==> src/rtl/cmd_pkg.sv <==
// Shared opcode constants, opcode field placement and dispatcher state
// encoding for the command dispatcher and its per-core FIFOs.
package cmd_pkg;

    localparam int OPC_W = 8;

    localparam logic [OPC_W-1:0] OPC_HALT  = 8'h00;
    localparam logic [OPC_W-1:0] OPC_FENCE = 8'h01;

    typedef enum logic [1:0] {
        ST_RUN    = 2'd0,
        ST_FENCE  = 2'd1,
        ST_DRAIN  = 2'd2,
        ST_HALTED = 2'd3
    } disp_state_e;

    // The opcode always occupies the top OPC_W bits of a command.
    function automatic int opc_lsb(input int cmd_w);
        return cmd_w - OPC_W;
    endfunction

endpackage

==> src/rtl/cmd_fifo.sv <==
// Per-core command FIFO with wrap-bit pointers; head is the oldest entry
// and is valid whenever empty is low.
module cmd_fifo #(
    parameter int DATA_W = 64,
    parameter int DEPTH  = 4
) (
    input  logic              clk,
    input  logic              rst,
    input  logic              push,
    input  logic [DATA_W-1:0] push_data,
    input  logic              pop,
    output logic              full,
    output logic              empty,
    output logic [DATA_W-1:0] head
);

    localparam int AW = $clog2(DEPTH);

    logic [AW:0]       wr_ptr;
    logic [AW:0]       rd_ptr;
    logic [DATA_W-1:0] mem [DEPTH];

    assign empty = (wr_ptr == rd_ptr);
    assign full  = (wr_ptr[AW] != rd_ptr[AW]) && (wr_ptr[AW-1:0] == rd_ptr[AW-1:0]);
    assign head  = mem[rd_ptr[AW-1:0]];

    always_ff @(posedge clk) begin
        if (rst) begin
            wr_ptr <= '0;
            rd_ptr <= '0;
        end else begin
            if (push && !full)
                wr_ptr <= wr_ptr + (AW+1)'(1);
            if (pop && !empty)
                rd_ptr <= rd_ptr + (AW+1)'(1);
        end
    end

    // Storage carries no reset; only the pointers define what is valid.
    always_ff @(posedge clk) begin
        if (push && !full)
            mem[wr_ptr[AW-1:0]] <= push_data;
    end

endmodule

==> src/rtl/cmd_dispatcher.sv <==
// Routes host commands into per-core FIFOs and issues start pulses to idle
// cores, with FENCE barrier, draining HALT and bad-core-id reporting.
module cmd_dispatcher
    import cmd_pkg::*;
#(
    parameter int NUM_CORES   = 4,
    parameter int CORE_ID_W   = 2,
    parameter int CORE_ID_LSB = 48,
    parameter int FIFO_DEPTH  = 4,
    parameter int CMD_W       = 64
) (
    input  logic                       clk,
    input  logic                       rst,
    input  logic                       cmd_valid,
    input  logic [CMD_W-1:0]           cmd_data,
    output logic                       cmd_ready,
    input  logic [NUM_CORES-1:0]       core_ready,
    output logic [NUM_CORES-1:0]       core_start,
    output logic [NUM_CORES*CMD_W-1:0] core_cmd,
    output logic                       halted,
    output logic                       fence_busy,
    output logic                       err_bad_core
);

    localparam int OPC_LSB = opc_lsb(CMD_W);
    localparam logic [CORE_ID_W:0] NUM_CORES_L = (CORE_ID_W+1)'(NUM_CORES);

    disp_state_e state;

    logic [OPC_W-1:0]     opcode;
    logic [CORE_ID_W-1:0] core_id;
    logic                 is_halt;
    logic                 is_fence;
    logic                 is_work;
    logic                 bad_id;
    logic                 id_full;
    logic                 accept;
    logic                 all_idle;

    logic [NUM_CORES-1:0] fifo_full;
    logic [NUM_CORES-1:0] fifo_empty;
    logic [NUM_CORES-1:0] fifo_push;
    logic [NUM_CORES-1:0] fifo_pop;
    logic [NUM_CORES-1:0] start_q;
    logic [CMD_W-1:0]     fifo_head [NUM_CORES];

    assign opcode   = cmd_data[OPC_LSB +: OPC_W];
    assign core_id  = cmd_data[CORE_ID_LSB +: CORE_ID_W];
    assign is_halt  = (opcode == OPC_HALT);
    assign is_fence = (opcode == OPC_FENCE);
    assign is_work  = !is_halt && !is_fence;
    assign bad_id   = ({1'b0, core_id} >= NUM_CORES_L);

    // Full flag of the addressed FIFO; ids past NUM_CORES never block.
    always_comb begin
        id_full = 1'b0;
        for (int i = 0; i < NUM_CORES; i++) begin
            if (core_id == CORE_ID_W'(i))
                id_full = fifo_full[i];
        end
    end

    assign cmd_ready = !rst && (state == ST_RUN) &&
                       (is_halt || is_fence || bad_id || !id_full);
    assign accept    = cmd_valid && cmd_ready;
    assign all_idle  = (&fifo_empty) && !(|start_q) && (&core_ready);

    // A start is masked during reset so no pulse escapes the reset cycle.
    assign core_start = start_q & {NUM_CORES{!rst}};

    for (genvar g = 0; g < NUM_CORES; g++) begin : g_core
        assign fifo_push[g] = accept && is_work && !bad_id && (core_id == CORE_ID_W'(g));
        assign fifo_pop[g]  = !fifo_empty[g] && core_ready[g] && !start_q[g] &&
                              (state != ST_HALTED);

        cmd_fifo #(
            .DATA_W (CMD_W),
            .DEPTH  (FIFO_DEPTH)
        ) u_fifo (
            .clk       (clk),
            .rst       (rst),
            .push      (fifo_push[g]),
            .push_data (cmd_data),
            .pop       (fifo_pop[g]),
            .full      (fifo_full[g]),
            .empty     (fifo_empty[g]),
            .head      (fifo_head[g])
        );
    end

    // Start pulse and payload register; a high start_q also provides the
    // one-cycle holdoff before the same core can be popped again.
    always_ff @(posedge clk) begin
        if (rst) begin
            start_q  <= '0;
            core_cmd <= '0;
        end else begin
            for (int i = 0; i < NUM_CORES; i++) begin
                start_q[i] <= fifo_pop[i];
                if (fifo_pop[i])
                    core_cmd[i*CMD_W +: CMD_W] <= fifo_head[i];
            end
        end
    end

    always_ff @(posedge clk) begin
        if (rst) begin
            state        <= ST_RUN;
            halted       <= 1'b0;
            fence_busy   <= 1'b0;
            err_bad_core <= 1'b0;
        end else begin
            err_bad_core <= accept && is_work && bad_id;
            case (state)
                ST_RUN: begin
                    if (accept && is_fence) begin
                        state      <= ST_FENCE;
                        fence_busy <= 1'b1;
                    end else if (accept && is_halt) begin
                        state <= ST_DRAIN;
                    end
                end
                ST_FENCE: begin
                    if (all_idle) begin
                        state      <= ST_RUN;
                        fence_busy <= 1'b0;
                    end
                end
                ST_DRAIN: begin
                    if (all_idle) begin
                        state  <= ST_HALTED;
                        halted <= 1'b1;
                    end
                end
                default: begin
                    state  <= ST_HALTED;
                    halted <= 1'b1;
                end
            endcase
        end
    end

endmodule

==> config.mk <==
export PLATFORM = sky130hd
export DESIGN_NAME = cmd_dispatcher
export DESIGN_NICKNAME = d
export VERILOG_FILES = /design/src/rtl/cmd_pkg.sv /design/src/rtl/cmd_fifo.sv /design/src/rtl/cmd_dispatcher.sv
export SDC_FILE = /design/constraint.sdc
export NUM_CORES = 1
export LEC_CHECK = 0
export CELL_PAD_IN_SITES_DETAIL_PLACEMENT = 1
export CELL_PAD_IN_SITES_GLOBAL_PLACEMENT = 1
export CORE_MARGIN = 3
export CORE_UTILIZATION = 50
export CTS_CLUSTER_SIZE = 12
export DETAILED_ROUTE_END_ITERATION = 7
export PLACE_DENSITY_LB_ADDON = 0.15
export RECOVER_POWER = 100
export SETUP_SLACK_MARGIN = 0.5
export SYNTH_ARGS = -nofsm -noshare
export SYNTH_HDL_FRONTEND = slang
export SYNTH_SLANG_ARGS = --single-unit
==> constraint.sdc <==
create_clock -name clk -period 5.55 [get_ports clk]
set_clock_uncertainty 0.2 [all_clocks]
set_input_delay 0.555 -clock clk [delete_from_list [all_inputs] [get_ports clk]]
set_output_delay 0.555 -clock clk [all_outputs]
set_load 0.02 [all_outputs]
==> flow_summary.yaml, run 1 <==
clocking:
  numCtsBuffers: 136
  clkSinkCount: 1312
  post_cts_resize_count: 0
  postCtsHoldBufs: 0
  root_buffer: "clkbuf_16"
  path_clk_slew_ns: 0.06
  cts_tree: "built"
  postCtsSetupRepairBufs: 0
  clockBufferDepth: 3
  clk-insertion-delay-late_ns: 0.73
  h-tree-depth: 4
setup_path:
  cpMaxStageDelayCell: "a311o_1"
  start_kind: "register"
  rr_worst_depth: 5
  critPathTopFamily: "compound AO/OA/AOI/OAI gates"
  worstPathCellList: "and2_0 -> a311o_1 -> clkbuf_2 -> nand2_1 -> a21oi_1"
  crit_buf_inv: 1
  cp.depth: 5
  end_kind: "register"
  worstSetupPathType: "reg -> reg"
  cpPeakStageDelay_ns: 1.76
  critPathRequiredTime_ns: 5.99
  crit_path_max_fanout: 35
  timing.critical_path.arrival_ns: 5.22
logic_synthesis:
  yosys.area.top_type_share_pct: 64.9
  yosysTopAreaCell: "edfxtp_1"
  syn_area_um2: 47400
  yosys_warnings: 0
  synthFlopType: "edfxtp_1"
  synth_cell_types: 40
  async_flop_share_pct: 0
  synthCells: 2671
  avgSynthCellArea_um2: 17.7
  synth_edf_count: 1024
  ys_seq_area_share_pct: 77.1
  synthTopCellsByArea: "edfxtp_1, mux4_2, dfxtp_1"
  syn_nets: 2762
  ys_ff_latch: 1312
pwr:
  p_int_mw: 16.2
  ir_worst_vdd_uv: 297
  sw_frac_of_total_pct: 21.6
  pwr-share-clk_pct: 42.2
  power.leakage_nw: 18.2
  powerDensity_nw_per_um2: 367
  p_comb_share_pct: 5.5
  p_seq_share_pct: 52.4
  power_switching_mw: 4.47
run:
  maxCapViolCount: 25
global_route:
  grt_start_max_net_pins: 119
  grt_usage_pct: 25.7
  grt_pass1_wl_mm: 185
  grt_pass1_vias: 27692
  grt_overflow: 0
  antenna_found_initial: 6
route:
  vias_per_cell: 5.78
  dr_total_vias: 25450
  drc_errors: 0
  drtIter0Drc: 2509
  first_pass_iters: 5
  drt-total-wl_mm: 125
  ant_nets: 0
  routedWlPerCell_um: 28.4
timing:
  slew_viol_final: 1249
  hold_violations: 0
  finalCritPeriodShare_pct: 86.1
  worst_slew_pin_slew_ns: 3.25
  rsz0062_at_grt: "false"
  period_minus_slack_ns: 4.78
  setup_tns_ns: 0
  finalSetupViolCount: 0
  slew_headroom_pct: -117
  fmax_mhz: 209
floorplan:
  chipHeight_um: 314
  die_area_um2: 98500
  initial_core_util_pct: 50.6
  ioPinCount: 335
  chipWidth_um: 314
  rows: 112
  core_um2: 93600
placement:
  dp_hpwl_mm: 73.3
  gp_congestion: 0.771
  io_buffers: 333
  dpl-instance-area_um2: 52200
status:
  status: "complete, but fails checks"
  failed_checks: "capacitance limit, slew limit"
hold_path:
  min_path_type: "in -> reg"
  hold_depth: 2
cells_and_area:
  drive_gt1_share_pct: 15.2
  final_nets: 3127
  syn_to_final_growth_pct: 18.8
  final_cell_area_um2: 56300
## synthesized netlist by cell type (5+ instances only)
cell,number
edfxtp_1,1024
xor2_1,5
and2_1,10
xnor2_1,20
buf_2,43
mux4_2,257
buf_1,14
nand2b_1,8
nor2_1,31
dfxtp_1,288
mux2i_1,5
and3_1,6
inv_1,15
nand2_1,526
ha_1,20
a21oi_1,262
a311oi_1,5
nand3_1,5
clkbuf_1,90
## per-stage QoR
| stage | setup slack (ns) | total power [mW] | hold slack [ns] | util (%) | instances |
|---|---|---|---|---|---|
| after global placement | 1.33 | 12.2 | 0.245 | 55.8 | 4152 |
| after detailed placement | 1.32 | 12.2 | 0.246 | 55.8 | 4152 |
| after global routing | 0.518 | 21.3 | 0.0579 | 60.1 | 4401 |
| after CTS | 1.08 | 20.9 | 0.00847 | 60.3 | 4401 |
| final | 0.769 | 20.7 | 0.0547 | 60.1 | 4403 |
| after floorplan | 0.571 | 11.6 | 0.267 | - | 2671 |
## power by group through the flow
stage / Combinational [mW] / Sequential (mW) / Clock (mW)
2_1_floorplan: 0.543 / 11.1 / 0
3_3_place_gp: 1.15 / 11.0 / 0
3_5_place_dp: 1.19 / 11.0 / 0
4_1_cts: 1.19 / 10.8 / 8.86
5_1_grt: 1.22 / 10.8 / 9.29
6_report: 1.13 / 10.8 / 8.71
## state kept, by name, summed over array words and instances (netlist names)
register / cells
core_cmd: 256
start_q: 4
g_core.u_fifo.wr_ptr: 12
g_core.u_fifo.mem: 1024
state: 2
fence_busy: 1
halted: 1
g_core.u_fifo.rd_ptr: 12
## cell usage in the layout (no fill, tap or decap), drive strengths merged, types with 3 or more instances in the layout
cell type      synthesis  layout
a21oi                262     262
and2                  10      10
dlygate4sd3            0     327
xor2                   5       5
mux2i                  5       5
nand3                  5       5
nand2                526     526
edfxtp              1024    1024
nor3                   3       3
o21ai                  3       3
ha                    20      20
clkinv                 0      21
a311oi                 5       5
inv                   15      15
buf                   59      16
nand4                  3       3
clkbuf                90     254
nand2b                 8       8
nor2                  31      31
xnor2                 20      20
mux4                 257     257
nor4                   3       3
nand3b                 4       4
dfxtp                288     288
clkdlybuf4s50          0       5
nor2b                  4       4
a31oi                  3       3
and3                   6       6
## worst register-to-register path: cells and delay by family (launching register included)
| family | cells | cell delay [ns] |
|---|---|---|
| AOI/OAI and AO/OA | 2 | 2.00 |
| buffers and inverters | 1 | 1.12 |
| DFF | 1 | 0.47 |
| and+or+nand+nor | 2 | 0.92 |
## area by class of cell
cell class                      instances  area (um2)
Clock inverter                         23         223
Inverter                               15        56.3
Tap cell                             1254        1570
Multi-Input combinational cell       1195       10300
Timing Repair Buffer                  376        3580
Antenna cell                            2        5.00
Sequential cell                      1312       36500
Fill cell                            8314       37300
Clock buffer                          226        4040
## cell families (layout without fill, tap and decap cells)
family / count (synthesis) / after routing / share of synthesized area, %
other cells: 1 / 3 / 0.00791
simple gates: 609 / 609 / 5.15
buf+inv: 164 / 640 / 1.44
flops: 1312 / 1312 / 77.1
compound gates: 278 / 278 / 3.04
mux: 262 / 262 / 12.3
xor+xnor: 25 / 25 / 0.462
fa+ha+maj: 20 / 20 / 0.528
## path summary, 6_finish.rpt
path,from,endpoint,slack [ns]
setup / recovery,state[0],core_cmd[5],0.77
hold / removal,rst,g_core[2].u_fifo.wr_ptr[1],0.05
setup reg to reg,state[0],core_cmd[5],0.77
hold reg to reg,core_cmd[48],core_cmd[48],0.25
## metal layers
metal	track usage, %	vias up	share of wire, %
met2	43.7	903	51
met3	4.75	179	6.7
li1	-	10919	-
met1	34.4	13447	40
met5	0	-	0.0088
met4	7.15	2	2.3
Power figures use the tool's default switching activity.
==> run 2: changes to the inputs <==
==> constraint.sdc (replaced) <==
create_clock -name clk -period 5 [get_ports clk]
set_clock_uncertainty 0.2 [all_clocks]
set_input_delay 0.5 -clock clk [delete_from_list [all_inputs] [get_ports clk]]
set_output_delay 0.5 -clock clk [all_outputs]
set_load 0.02 [all_outputs]
==> run 2 against run 1 <==
Net effect:
- the run still ends with capacitance limit, slew limit left
- critical path depth rose by 2
- core utilization rose by 0.26 points
- count of clock-buffer cells in the layout fell by 7
- first-iteration DRC count fell by 2.2%
- design area rose by 0.43%
- sequential power rose by 11%
- critical path type is now in -> reg
- critical endpoint is now g_core[3].u_fifo.mem[2][43]
- highest routed layer unchanged
==> flow_summary.yaml, run 2 (synthesized netlist as in run 1, its figures left out) <==
setup_path:
  critPathTopFamily: "buffers and inverters"
  end_kind: "register"
  worstSetupPathType: "in -> reg"
  start_kind: "input pin"
  cpMaxStageDelayCell: "and2_2"
  critPathRequiredTime_ns: 5.18
  crit_buf_inv: 3
  cpPeakStageDelay_ns: 1.00
  worstPathCellList: "dlygate4sd3_1 -> clkbuf_1 -> nor3_1 -> a211oi_1 -> and3_1 -> and2_2 -> clkbuf_2"
  crit_path_max_fanout: 35
  timing.critical_path.arrival_ns: 4.70
pwr:
  p_comb_share_pct: 5.6
  power_mw: 23.0
  power_switching_mw: 5.09
  p_int_mw: 17.9
  pwr-share-clk_pct: 42.2
  power.leakage_nw: 18.3
  p_seq_share_pct: 52.2
  sw_frac_of_total_pct: 22.1
  ir_worst_vdd_uv: 374
  powerDensity_nw_per_um2: 407
timing:
  setup_tns_ns: 0
  hold_violations: 0
  finalSetupViolCount: 0
  worst_slew_pin_slew_ns: 2.55
  finalCritPeriodShare_pct: 90.4
  period_minus_slack_ns: 4.52
  slew_viol_final: 415
  fmax_mhz: 221
  slew_headroom_pct: -69.9
  rsz0062_at_grt: "false"
status:
  failed_checks: "capacitance limit, slew limit"
  status: "complete, but fails checks"
run:
  maxCapViolCount: 9
global_route:
  grt_usage_pct: 26.5
  grt_start_max_net_pins: 144
  antenna_found_initial: 7
  grt_overflow: 0
  grt_pass1_wl_mm: 189
  grt_pass1_vias: 28009
hold_path:
  min_path_type: "reg -> reg"
cells_and_area:
  largest_register_ffs: 1024
  final_nets: 3135
  drive_gt1_share_pct: 15.8
  syn_to_final_growth_pct: 19.3
  mostFrequentLayoutCell: "edfxtp_1"
  final_cell_mix: "edfxtp_1, nand2_1, dlygate4sd3_1"
floorplan:
  initial_core_util_pct: 50.6
  core_um2: 93600
  chipHeight_um: 314
  chipWidth_um: 314
  ioPinCount: 335
  die_area_um2: 98500
  rows: 112
clocking:
  clk-insertion-delay-late_ns: 0.75
  cts_tree: "built"
  postCtsSetupRepairBufs: 0
  numCtsBuffers: 137
  clockBufferDepth: 3
  path_clk_slew_ns: 0.06
  clkSinkCount: 1312
  root_buffer: "clkbuf_16"
  h-tree-depth: 4
  post_cts_resize_count: 0
route:
  ant_nets: 0
  first_pass_iters: 5
  vias_per_cell: 5.85
  routed.top_layer: "met5"
  wl_met3_mm: 9.20
  route.layer.met1.wl_mm: 51.3
  drc_errors: 0
  routedWlPerCell_um: 29.3
  met2_length_mm: 65.5
  drtIter0Drc: 2453
  drt-total-wl_mm: 129
  dr_total_vias: 25802
placement:
  gp_congestion: 0.759
  io_buffers: 333
  dp_hpwl_mm: 77.4
-- run 2: changes by cell type in the layout (fill, tap and decap cells not counted), moves of 3 or more --
cell       before  now
clkbuf_16     144  140
buf_12          1   13
inv_6           0    4
clkinv_2        7   10
inv_16          0    4
clkbuf_8       13    9
clkbuf_1       90   81
-- run 2: path summary, 6_finish.rpt --
kind                         startpoint                          end  slack, ns  cells after the start
max                        cmd_data[63]  g_core[3].u_fifo.mem[2][43]       0.48                      7
min                       core_cmd[225]                core_cmd[225]       0.25                      2
max reg2reg  g_core[0].u_fifo.rd_ptr[0]                 core_cmd[39]       0.53                      5
min reg2reg               core_cmd[225]                core_cmd[225]       0.25                      2
-- run 2: power by group through the flow --
| stage | clock [mW] | combinational [mW] | sequential, mW |
|---|---|---|---|
| floorplan | 0 | 0.603 | 12.3 |
| global placement | 0 | 1.29 | 12.2 |
| detailed placement | 0 | 1.33 | 12.3 |
| CTS | 9.87 | 1.34 | 12.0 |
| global route | 10.3 | 1.37 | 12.0 |
| finish | 9.71 | 1.28 | 12.0 |
-- run 2: area by class of cell --
cell class / instances / area, um2
diodes: 2 / 5.00
flip-flops and latches: 1312 / 36500
fillers: 8346 / 37100
clock buffers: 219 / 3890
well taps: 1254 / 1570
multi-input cells: 1195 / 10300
repair buffers: 383 / 3820
inverters: 15 / 56.3
clock inverters: 33 / 363
-- run 2: metrics by stage --
step | utilization [%] | instance area, um2 | hold WS (ns) | worst slack, ns | cells
3_5_place_dp | 56.0 | 52400 | 0.249 | 0.959 | 4158
6_report | 60.4 | 56500 | 0.250 | 0.481 | 4413
5_1_grt | 60.4 | 56500 | 0.272 | 0.316 | 4411
2_1_floorplan | - | 47400 | 0.267 | 0.0755 | 2671
3_3_place_gp | 56.0 | 52400 | 0.241 | 0.997 | 4158
4_1_cts | 60.6 | 56700 | 0.257 | 0.716 | 4411
-- run 2: tightest hold or removal path, delay by kind of cell, from the launching register on --
kind	cells	cell delay, ns
and+or+nand+nor	1	0.05
AOI/OAI and AO/OA	1	0.05
DFF	1	0.30
-- run 2: what timing repair did --
item	in CTS	in global routing
setup endpoints to repair	0	0
hold endpoints to repair	25	0
hold buffers	1	0
-- run 2: routing by layer --
layer / track usage [%] / vias to the layer above
met2: 44.9 / 1096
met1: 35.2 / 13597
met4: 7.77 / 4
met3: 5.08 / 179
met5: 0 / -
li1: - / 10926
